$ cat config.mk
export PLATFORM = sky130hd
export DESIGN_NAME = ace_snapshot_loader
export DESIGN_NICKNAME = d
export VERILOG_FILES = /design/src/rtl/ace_snapshot_loader.sv
export SDC_FILE = /design/constraint.sdc
export NUM_CORES = 1
export LEC_CHECK = 0
export ABC_AREA = 1
export ABC_CLOCK_PERIOD_IN_PS = 1800
export CAP_MARGIN = 15
export CORE_MARGIN = 3
export CORE_UTILIZATION = 33
export CTS_BUF_LIST = sky130_fd_sc_hd__clkbuf_8
export DETAILED_ROUTE_END_ITERATION = 8
export GPL_TIMING_DRIVEN = 0
export PLACE_DENSITY_LB_ADDON = 0.15
export SLEW_MARGIN = 20
export SYNTH_ARGS = -nofsm -noshare
export SYNTH_HDL_FRONTEND = slang
export SYNTH_SLANG_ARGS = --single-unit
export TNS_END_PERCENT = 5
$ cat constraint.sdc
create_clock -name clk -period 1.8 [get_ports clk]
set_clock_uncertainty 0.2 [all_clocks]
set_input_delay 0.36 -clock clk [delete_from_list [all_inputs] [get_ports clk]]
set_output_delay 0.36 -clock clk [all_outputs]
set_load 0.005 [all_outputs]
$ cat src/rtl/ace_snapshot_loader.sv
`default_nettype none
// ============================================================================
// ace_snapshot_loader
// Turns a .ace snapshot byte stream into write strobes for the Ace core
// loader port. RLE decompression (ESC/count/byte) is built when ACE_RLE_EN
// is defined.
// Revision: 1.0
// ============================================================================
module ace_snapshot_loader #(
    parameter logic [15:0] BASE_ADDR = 16'h2000,
    parameter logic [7:0]  ESC_BYTE  = 8'hED
) (
    input  logic        clk,
    input  logic        reset_n,
    input  logic        download,
    input  logic        in_valid,
    output logic        in_ready,
    input  logic [7:0]  in_data,
    output logic        loader_en,
    output logic [15:0] loader_addr,
    output logic [7:0]  loader_data,
    output logic        loader_wr,
    output logic        done,
    output logic        overflow
);

    localparam logic [2:0] S_IDLE = 3'd0;
    localparam logic [2:0] S_LIT  = 3'd1;
`ifdef ACE_RLE_EN
    localparam logic [2:0] S_ESC  = 3'd2;
    localparam logic [2:0] S_CNT  = 3'd3;
    localparam logic [2:0] S_RUN  = 3'd4;
    localparam logic [2:0] S_DONE = 3'd5;
`endif

    logic [2:0]  r_state;
    logic [2:0]  w_state_nxt;
    logic        r_dl_q;
    logic        r_en;
    logic        r_wr;
    logic        r_done;
    logic        r_ovf;
    logic        r_full;
    logic [15:0] r_ptr;
    logic [15:0] r_addr;
    logic [7:0]  r_data;

    logic        w_accept;
    logic        w_start;
    logic        w_stop;
    logic        w_emit;
    logic        w_set_done;
    logic [7:0]  w_emit_data;

`ifdef ACE_RLE_EN
    logic [7:0]  r_cnt;
    logic [7:0]  w_cnt_nxt;
    logic [7:0]  r_run_byte;
    logic [7:0]  w_run_nxt;

    assign in_ready = (r_state != S_RUN);
`else
    assign in_ready = 1'b1;
`endif

    assign w_accept    = in_valid & in_ready;
    assign loader_en   = r_en;
    assign loader_addr = r_addr;
    assign loader_data = r_data;
    assign loader_wr   = r_wr;
    assign done        = r_done;
    assign overflow    = r_ovf;

    // A run ignores the download level until its last strobe; every other
    // active state drops back to IDLE as soon as download is seen low.
    always_comb begin
        w_state_nxt = r_state;
        w_start     = 1'b0;
        w_stop      = 1'b0;
        w_emit      = 1'b0;
        w_emit_data = in_data;
        w_set_done  = 1'b0;
`ifdef ACE_RLE_EN
        w_cnt_nxt   = r_cnt;
        w_run_nxt   = r_run_byte;
`endif
        case (r_state)
            S_IDLE: begin
                if (download && !r_dl_q) begin
                    w_start     = 1'b1;
                    w_state_nxt = S_LIT;
                end
            end
            S_LIT: begin
                if (!download) begin
                    w_stop      = 1'b1;
                    w_state_nxt = S_IDLE;
                end else if (w_accept) begin
`ifdef ACE_RLE_EN
                    if (in_data == ESC_BYTE) begin
                        w_state_nxt = S_ESC;
                    end else begin
                        w_emit = 1'b1;
                    end
`else
                    w_emit = 1'b1;
`endif
                end
            end
`ifdef ACE_RLE_EN
            S_ESC: begin
                if (!download) begin
                    w_stop      = 1'b1;
                    w_state_nxt = S_IDLE;
                end else if (w_accept) begin
                    if (in_data == 8'd0) begin
                        w_set_done  = 1'b1;
                        w_state_nxt = S_DONE;
                    end else begin
                        w_cnt_nxt   = in_data;
                        w_state_nxt = S_CNT;
                    end
                end
            end
            S_CNT: begin
                if (!download) begin
                    w_stop      = 1'b1;
                    w_state_nxt = S_IDLE;
                end else if (w_accept) begin
                    // First strobe of the run goes out with the value byte itself.
                    w_run_nxt   = in_data;
                    w_emit      = 1'b1;
                    w_cnt_nxt   = r_cnt - 8'd1;
                    w_state_nxt = (r_cnt == 8'd1) ? S_LIT : S_RUN;
                end
            end
            S_RUN: begin
                w_emit      = 1'b1;
                w_emit_data = r_run_byte;
                w_cnt_nxt   = r_cnt - 8'd1;
                if (r_cnt == 8'd1) begin
                    w_state_nxt = S_LIT;
                end
            end
            S_DONE: begin
                if (!download) begin
                    w_stop      = 1'b1;
                    w_state_nxt = S_IDLE;
                end
            end
`endif
            default: w_state_nxt = S_IDLE;
        endcase
    end

    always_ff @(posedge clk) begin
        if (!reset_n) begin
            r_state <= S_IDLE;
            r_dl_q  <= 1'b0;
            r_en    <= 1'b0;
            r_wr    <= 1'b0;
            r_done  <= 1'b0;
            r_ovf   <= 1'b0;
            r_full  <= 1'b0;
            r_ptr   <= BASE_ADDR;
            r_addr  <= 16'h0000;
            r_data  <= 8'h00;
`ifdef ACE_RLE_EN
            r_cnt      <= 8'h00;
            r_run_byte <= 8'h00;
`endif
        end else begin
            r_state <= w_state_nxt;
            r_dl_q  <= download;
            r_wr    <= w_emit & ~r_full;
`ifdef ACE_RLE_EN
            r_cnt      <= w_cnt_nxt;
            r_run_byte <= w_run_nxt;
`endif
            if (w_start) begin
                r_en   <= 1'b1;
                r_ptr  <= BASE_ADDR;
                r_full <= 1'b0;
                r_done <= 1'b0;
                r_ovf  <= 1'b0;
            end else if (w_stop) begin
                r_en <= 1'b0;
            end
            if (w_set_done) begin
                r_done <= 1'b1;
            end
            // r_full marks that 0xFFFF itself has been written; the pointer
            // saturates there and later writes are dropped.
            if (w_emit) begin
                if (r_full) begin
                    r_ovf <= 1'b1;
                end else begin
                    r_addr <= r_ptr;
                    r_data <= w_emit_data;
                    if (r_ptr == 16'hFFFF) begin
                        r_full <= 1'b1;
                    end else begin
                        r_ptr <= r_ptr + 16'd1;
                    end
                end
            end
        end
    end

endmodule
`default_nettype wire

==> results.md <==
* Global-route wire length before repair at between 9000 and 10000 µm
* N_diodes at 0
* Antenna violations before repair at 0
* Final Instance Area at ~2800 µm²
* Max-Cap Viols at 0
* Top-area cell type share of the netlist area at 0.440
* Final Util at 0.467
* Largest net degree at the start of global routing at 16
* Setup tns final at 0 ps
* Register area share after synthesis at 0.440
* Layout cells sized above 1 at 0.160
* GRT overflow at 0
* Total track usage at 0.157
* Power per cell area at ~720 nW/µm²
* Initial Util at 0.347
* Die area at 7340 µm²
* Rows at 28
* Adder-Cell Fraction of Synth Area at 0.00598
* Layout Cells excl Fill at 419
* Fin crit share at 0.972
* Clk slew on worst S/H paths at 90 ps
* Reg area at 927 µm²
* Detailed-route vias per instance at 4.79
* Fin crit period at around 1700 ps
* Routed len/inst at between 10 and 15 µm
* Multi-input logic area at between 1000 and 1500 µm²
* Top cell type by total area after synthesis: dfxtp_1
* Yosys warnings at 0
* Main area contributors after synthesis: dfxtp_1 44%, nand2_1 10%, nor2_1 9.7%
* CP Launch Point: loader_addr[12]$_SDFFE_PN0P_
* Synth cell types at 29
* Iteration-0 DRC Markers at 121
* DR pass1 iterations at 4
* Final WL at 5570 µm
* R2r setup slk at 100 ps
* Data arrival time of the critical path at 1190 ps
* Type of element launching the critical path: register
* Top delay family on crit path: buffers and inverters
* XOR/XNOR Fraction of Synth Area at 0
* CTS Buffer Depth at 2
* Buffers & Inverters on Critical Path at 1
* Worst Path Max Fanout at 2
* Post-DRT Antenna Nets at 0
* Syn_area_per_cell at 7.19 µm²
* Synth Area in Simple Gates at 0.340
* Detailed-route DRC error count at 0
* Number of global-route vias before repair at 1874
* Crit-path cells: clkdlybuf4s50_1
* Seq cells post-synth at between 40 and 50
* DP HPWL at 3780 µm
* Die Ht at about 86 µm
* Crit Path Class: register to primary output
* CTS sink cnt at 46
* Worst setup EP type: primary output
* CTS tree: yes
* CTS buffer count at 5
* CP peak stage delay at 520 ps
* Syn_nets at 304
* Post-Place Cells at about 400
* Syn Inst Count at 291
* Crit-path slowest cell: clkdlybuf4s50_1
* Worst VDD drop at 0.000602 V
* Fmax achieved at 0.571 GHz
* Worst-Skew Late Latency at 310 ps
* Max-slew violation count at 0
* Largest family of logic cells by synthesized area: simple AND/OR/NAND/NOR gates
* Status: completed
* Final setup fails at 0
* Hold path startpoint: download
* Vias at 2005
* Clock root buffer: clkbuf_8
* Cell leakage power at 1.09 nW
* WP data required at 1240 ps
* Mux contribution to synthesized area at 0
* Placed Area at approximately 2600 µm²
* Core footprint at 6030 µm²
* DIE WIDTH at about 86 µm
* Gp weighted congestion at 0.859
* Hold Vio Cnt, Final at 0
* Reg2reg start: r_ptr[8]$_SDFF_PN0_
* Port bufs at 38
* Net count, final at 356
* H-Tree Depth at 2
* Compound-Gate Fraction of Synth Area at 0.128
* Mapped Area at 2090 µm²
* Hold Path Class: input pin to register
* Area Growth Syn to Fin at 34.4%
* I/O pin count at 41
* Fill cells at 623
repair_timing:
action | in CTS | in global routing
gates resized for setup | 12 | 16
gates cloned | 0 | 1
hold buffers | 0 | 0
buffers inserted | 3 | 3
endpoints found under the setup margin | 32 | 29
pin swaps | 3 | 5
placed cells by master (no fill, tap or decap), drive strengths merged, types with 4 or more instances in the layout:
master         Yosys  routed
a21oi             23      23
buf                7      13
clkbuf             6      11
clkdlybuf4s50      0      36
dfxtp             46      46
inv               23      24
nand2             61      61
nand3             19      19
nand4              4       4
nor2              64      65
nor3               5       5
o21ai             26      26
flip-flops by register name, indices dropped and copies added, names as in the netlist:
signal and flops:
loader_addr 16, r_ptr 16, loader_data 8, loader_en 1, loader_wr 1, overflow 1, r_dl_q 1, r_full 1
r_state 1
logic make-up (layout without fill, tap and decap cells):
group,count (synthesis),in the layout
buf+inv,37,89
compound gates,52,52
simple gates,153,154
other cells,2,2
flops,46,46
fa+ha+maj,1,1
synthesized netlist by cell type, drive strengths merged:
library cell and number:
ha 1, clkbuf 6, o21ai 26, a21oi 23, clkinv 1, nand2 61
nor3 5, nand4 4, o211ai 1, o31ai 2, conb 2, dfxtp 46
buf 7, nand3 19, inv 23, nor2 64
routing by layer:
layer / global-route usage / routed length [µm]
met1: 0.219 / 2760
met2: 0.241 / 2550
met3: 0.0288 / 188
met4: 0.0561 / 79
met5: 0 / 0
through the flow:
stage | worst slack [ps] | total power, mW | hold WS (ps)
after floorplan | 107 | 1.15 | 253
after global routing | -2.01 | 2.10 | 187
after global placement | -652 | 1.24 | 249
after CTS | -2.08 | 2.04 | 271
after detailed placement | -664 | 1.24 | 257
final | 50.2 | 2.04 | 167
final cells by class:
cell class | instances | share of cell area
plain buffers | 13 | 0.0369
clock buffers | 5 | 0.0245
well taps | 75 | 0.0333
inverters | 24 | 0.0333
repair buffers | 44 | 0.154
multi-input cells | 209 | 0.373
clock inverters | 3 | 0.0156
flip-flops and latches | 46 | 0.329
worst min-delay path, stage by stage:
cell,delay [ps]
dlymetal6s2s_1,180
nand2_1,80
inv_1,30
power by group:
part           internal, mW  switching, mW
Sequential             1.04         0.0141
Combinational        0.0873         0.0861
Clock                 0.417          0.394
Total                  1.54          0.494
path summary, 6_finish.rpt:
path,endpoint,cells past startpoint
max reg2reg,r_ptr[14]$_SDFF_PN0_,8
max,loader_addr[12],1
min,r_dl_q$_SDFF_PN0_,3
min reg2reg,loader_addr[8]$_SDFFE_PN0P_,2
(Power assumes the default switching activity.)
